`src/rtl/ram_sp_arbiter.sv`:
```
`default_nettype none
// ============================================================================
// Module   : ram_sp_arbiter
// Brief    : Shares one synchronous single-port RAM between the CPU and DMA
//            masters, using round-robin or DMA-priority arbitration with an
//            anti-starvation guard for the CPU.
// Revision : 1.0 - initial release
// ============================================================================
module ram_sp_arbiter #(
    parameter int ADDR_MSB     = 6,
    parameter int MEM_SIZE     = 256,
    parameter int DMA_PRIORITY = 0,
    parameter int STARVE_MAX   = 3
) (
    input  logic              mclk,
    input  logic              puc_rst,
    input  logic [ADDR_MSB:0] cpu_addr,
    input  logic              cpu_en,
    input  logic [1:0]        cpu_wen,
    input  logic [15:0]       cpu_din,
    output logic              cpu_ready,
    output logic [15:0]       cpu_dout,
    output logic              cpu_dvalid,
    input  logic [ADDR_MSB:0] dma_addr,
    input  logic              dma_en,
    input  logic [1:0]        dma_wen,
    input  logic [15:0]       dma_din,
    output logic              dma_ready,
    output logic [15:0]       dma_dout,
    output logic              dma_dvalid,
    output logic [ADDR_MSB:0] ram_addr,
    output logic              ram_cen,
    output logic [1:0]        ram_wen,
    output logic [15:0]       ram_din,
    input  logic [15:0]       ram_dout,
    output logic [7:0]        dbg_conflict_cnt
);

    localparam logic [31:0] MEM_WORDS  = 32'(MEM_SIZE / 2);
    localparam int          STARVE_W   = (STARVE_MAX < 1) ? 1 : $clog2(STARVE_MAX + 1);
    localparam logic [STARVE_W-1:0] STARVE_LIM = STARVE_W'(STARVE_MAX);

    typedef enum logic [0:0] {
        GNT_CPU = 1'b0,
        GNT_DMA = 1'b1
    } master_t;

    master_t             last_grant;
    master_t             rd_owner;
    logic                rd_valid;
    logic                rd_oor;
    logic [STARVE_W-1:0] starve_cnt;
    logic [7:0]          conflict_cnt;

    logic                grant_cpu;
    logic                grant_dma;
    logic                granted;
    logic                both_req;
    logic [ADDR_MSB:0]   sel_addr;
    logic [1:0]          sel_wen;
    logic [15:0]         sel_din;
    logic                sel_oor;

    assign both_req = cpu_en & dma_en;
    assign granted  = grant_cpu | grant_dma;

    always_comb begin
        grant_cpu = 1'b0;
        grant_dma = 1'b0;
        if (!puc_rst) begin
            if (both_req) begin
                if (DMA_PRIORITY != 0) begin
                    grant_cpu = (starve_cnt == STARVE_LIM);
                end else begin
                    grant_cpu = (last_grant == GNT_DMA);
                end
                grant_dma = ~grant_cpu;
            end else begin
                grant_cpu = cpu_en;
                grant_dma = dma_en;
            end
        end
    end

    always_comb begin
        sel_addr = '0;
        sel_wen  = 2'b11;
        sel_din  = 16'h0000;
        sel_oor  = 1'b0;
        if (grant_cpu) begin
            sel_addr = cpu_addr;
            sel_wen  = cpu_wen;
            sel_din  = cpu_din;
            sel_oor  = (32'(cpu_addr) >= MEM_WORDS);
        end else if (grant_dma) begin
            sel_addr = dma_addr;
            sel_wen  = dma_wen;
            sel_din  = dma_din;
            sel_oor  = (32'(dma_addr) >= MEM_WORDS);
        end
    end

    // Out-of-range accesses are acknowledged but never reach the RAM.
    assign ram_addr = sel_addr;
    assign ram_wen  = sel_wen;
    assign ram_din  = sel_din;
    assign ram_cen  = ~(granted & ~sel_oor);

    always_ff @(posedge mclk or posedge puc_rst) begin
        if (puc_rst) begin
            last_grant   <= GNT_DMA;
            rd_valid     <= 1'b0;
            rd_owner     <= GNT_CPU;
            rd_oor       <= 1'b0;
            starve_cnt   <= '0;
            conflict_cnt <= 8'h00;
        end else begin
            if (grant_cpu) begin
                last_grant <= GNT_CPU;
            end else if (grant_dma) begin
                last_grant <= GNT_DMA;
            end

            rd_valid <= granted & (sel_wen == 2'b11);
            rd_owner <= grant_dma ? GNT_DMA : GNT_CPU;
            rd_oor   <= sel_oor;

            if (DMA_PRIORITY == 0 || grant_cpu) begin
                starve_cnt <= '0;
            end else if (cpu_en && starve_cnt != STARVE_LIM) begin
                starve_cnt <= starve_cnt + STARVE_W'(1);
            end

            if (both_req && conflict_cnt != 8'hFF) begin
                conflict_cnt <= conflict_cnt + 8'h01;
            end
        end
    end

    assign cpu_ready  = grant_cpu;
    assign dma_ready  = grant_dma;
    assign cpu_dvalid = rd_valid & (rd_owner == GNT_CPU);
    assign dma_dvalid = rd_valid & (rd_owner == GNT_DMA);
    assign cpu_dout   = (cpu_dvalid && !rd_oor) ? ram_dout : 16'h0000;
    assign dma_dout   = (dma_dvalid && !rd_oor) ? ram_dout : 16'h0000;

    assign dbg_conflict_cnt = conflict_cnt;

endmodule
`default_nettype wire
```
`config.mk`:
```
export PLATFORM = sky130hd
export DESIGN_NAME = ram_sp_arbiter
export DESIGN_NICKNAME = d
export VERILOG_FILES = /design/src/rtl/ram_sp_arbiter.sv
export SDC_FILE = /design/constraint.sdc
export NUM_CORES = 1
export LEC_CHECK = 0
export BUFFER_PORTS_ARGS = -buffer_cell sky130_fd_sc_hd__buf_2
export CAP_MARGIN = 5
export CORE_MARGIN = 5
export CORE_UTILIZATION = 32
export DETAILED_ROUTE_END_ITERATION = 8
export PLACE_DENSITY = 0.79
export SYNTH_ARGS = -nofsm -noshare
export SYNTH_HDL_FRONTEND = slang
export SYNTH_SLANG_ARGS = --single-unit
```
`constraint.sdc`:
```
create_clock -name mclk -period 2.1 [get_ports mclk]
set_clock_uncertainty 0.2 [all_clocks]
set_input_delay 0.42 -clock mclk [delete_from_list [all_inputs] [get_ports mclk]]
set_output_delay 0.42 -clock mclk [all_outputs]
set_load 0.05 [all_outputs]
```
==> impl_metrics.yaml <==
status:
  status: "finished with violations"
  violations: "setup timing"
place:
  gp_congestion: 0.743
  dp_hpwl_mm: 3.75
  io_buffers: 139
  placed_cells_incl_taps: 309
  placed_cell_area_um2: 1910
timing:
  period_minus_slack_ns: 2.34
  finalSetupViolCount: 26
  rsz0062_at_grt: "true"
  setup_ws_ns: -0.237
  relSlewSlack: 0.758
  max_freq_mhz: 428
  report.final.slew_viol_count: 0
  tightest_slew_ns: 0.363
  timing.final.crit_share: 1.11
  tns_ns: -4.70
  timing.final.hold_violations: 0
job:
  cap_violations: 0
clock_tree:
  clock-root-buffer: "clkbuf_4"
  cts.reportedPaths.clkPinSlew_ns: 0.07
  clk_path_buf_depth: 2
  cts_buffers: 3
  clk_latency_ns: 0.26
  cts_tree: "built"
  h-tree-depth: 1
  cts_setup_buffers: 0
  clkSinkCount: 11
detailed_routing:
  dr.pass1.iters: 4
  drc: 0
  vias_per_cell: 4.95
  drt-initial-drc-count: 45
  routed-wl-met3_um: 471
  drtAntennaViolNets: 0
  top_layer: "met4"
  dr_total_vias: 1548
  wl_met1_mm: 1.68
  post_drt_wl_per_cell_um: 15.7
  wl_met2_mm: 2.68
  routed_wl_mm: 4.92
power_and_ir_drop:
  leakage_uw: 0.00125
  powerDensity_nw_per_um2: 719
  peakVddDrop_uv: 741
logic_synthesis:
  synthTopCellsByArea: "dfrtp_1, a22o_1, and2_1"
  syn-num-nets: 193
  synth_enable_flop_cells: 0
  synth-seq-cells: 11
  synth_fa_ha_area_frac: 0.0116
  synth_top_family_by_area: "simple AND/OR/NAND/NOR gates"
  synth_top_area_frac: 0.232
  synth-compound-area-share: 0.289
  yosysMostFrequentCell: "a22o_1"
  yosys-top-cells-count: "a22o_1, and2_1, and3_1"
  synth-xor-area-share: 0.0162
  synth_cell_types: 38
  yosysSeqAreaShare: 0.256
  synthCells: 122
  synth_ff_type: "dfrtp_1"
  postSynthAreaPerCell_um2: 8.85
  synth_area_um2: 1080
  ys_async_sr_fraction: 1.00
  synthMuxAreaShare: 0.0382
  yosys.area.top_type: "dfrtp_1"
  synth-simple-area-share: 0.329
  ys_warn_count: 0
critical_path:
  critPathKind: "register to output port"
  crit_chain: "and2b_1, nor2_2, buf_12, a22o_1, buf_6"
  crit_slowest_cell: "dfstp_2"
  cp_data_arrival_time_ns: 1.72
  slowest_delay_ns: 0.53
  cp_num_buf_inv: 2
  startpoint_type: "register"
  crit_path_end_kind: "output port"
  critPathRequiredTime_ns: 1.48
  cp_max_fo: 24
  crit_family: "flip-flops"
die:
  die_y_um: 68.1
  die-area_um2: 4640
  ioPinCount: 140
  rows: 21
  initial_core_util: 0.326
  die-width_um: 68.1
  core_area_um2: 3310
layout:
  final_cells: 313
  fin_area_um2: 2140
  final_core_util: 0.645
  drive_gt1_frac: 0.678
  nets: 339
  syn_to_final_growth_pct: 97.8
  insertedDiodeCount: 0
  fillCellCount: 283
  seqCellArea_um2: 277
  multi_input_area_um2: 778
global_route:
  grt_pass1_vias: 1471
  track_usage: 0.188
  grt_pass1_wl_mm: 6.81
  grt_max_degree: 26
  antenna_found_initial: 0
  grt_overflow_total: 0
worst_hold_path:
  hp-class: "input pin to asynchronous set/reset pin"
[cell families after synthesis]
kind of cell    count (synthesis)
simple gates                   56
buf+inv                        11
compound gates                 38
mux                             3
flops                          11
xor+xnor                        2
fa+ha+maj                       1
[sequential cells by signal (all words and copies together) (netlist names)]
signal / cells
rd_owner: 1
dbg_conflict_cnt: 8
last_grant: 1
rd_valid: 1
[power by group]
part	leakage, uW	switching [uW]	internal, uW
Combinational	0.00110	660	349
Clock	0.0000150	65.6	73.4
Sequential	0.000136	102	285
[final cells by class]
type	instances	share of cell area
Clock buffer	4	0.0123
Inverter	4	0.00703
Tap cell	46	0.0269
Timing Repair Buffer	148	0.460
Multi-Input combinational cell	100	0.364
Sequential cell	11	0.129
[per-layer routing]
metal,GRT usage,up-vias
met5,0,-
met4,0.0521,0
met3,0.0345,12
met1,0.215,698
li1,-,756
met2,0.354,82
[path summary, 6_finish.rpt]
kind / cells past startpoint / end / slack, ns / start
setup / recovery: 5 / ram_addr[6] / -0.24 / last_grant
hold / removal: 4 / dbg_conflict_cnt[2] / 0.16 / puc_rst
setup reg to reg: 4 / dbg_conflict_cnt[6] / 0.41 / dbg_conflict_cnt[0]
hold reg to reg: 1 / dbg_conflict_cnt[0] / 0.35 / dbg_conflict_cnt[0]
max in group asynchronous: 4 / last_grant / 1.30 / puc_rst
min in group mclk: 3 / rd_valid / 0.26 / puc_rst
[worst min-delay path, delay by kind of cell]
kind,cells,cell delay [ns]
buf+inv,4,0.56
[what timing repair did]
action / 4_1_cts / 5_1_grt
cloned: 0 / 0
hold buffers: 0 / 0
gates resized for setup: 52 / 11
pin swaps: 0 / 1
setup endpoints to repair: 43 / 37
[placed cells by master, fill, tap and decap left out, types with 3 or more instances in the layout]
cell / count
a21oi_1: 3
a22o_1: 4
a22o_2: 18
and2_1: 17
and3_1: 17
buf_2: 114
buf_4: 8
buf_6: 13
buf_8: 11
clkbuf_4: 3
dfrtp_1: 10
inv_1: 4
nand2_1: 4
nand2b_1: 3
nand3_1: 3
o32ai_1: 3
[stage by stage]
step / setup WS [ns] / hold WS, ns / power [uW]
final: -0.237 / 0.165 / 1540
after global routing: -0.276 / 0.189 / 1640
after CTS: -0.195 / 0.160 / 1520
after detailed placement: -0.00552 / 0.330 / 1320
after global placement: 0.0230 / 0.320 / 1300
after floorplan: -0.0424 / 0.111 / 1050
(Power assumes the default switching activity.)
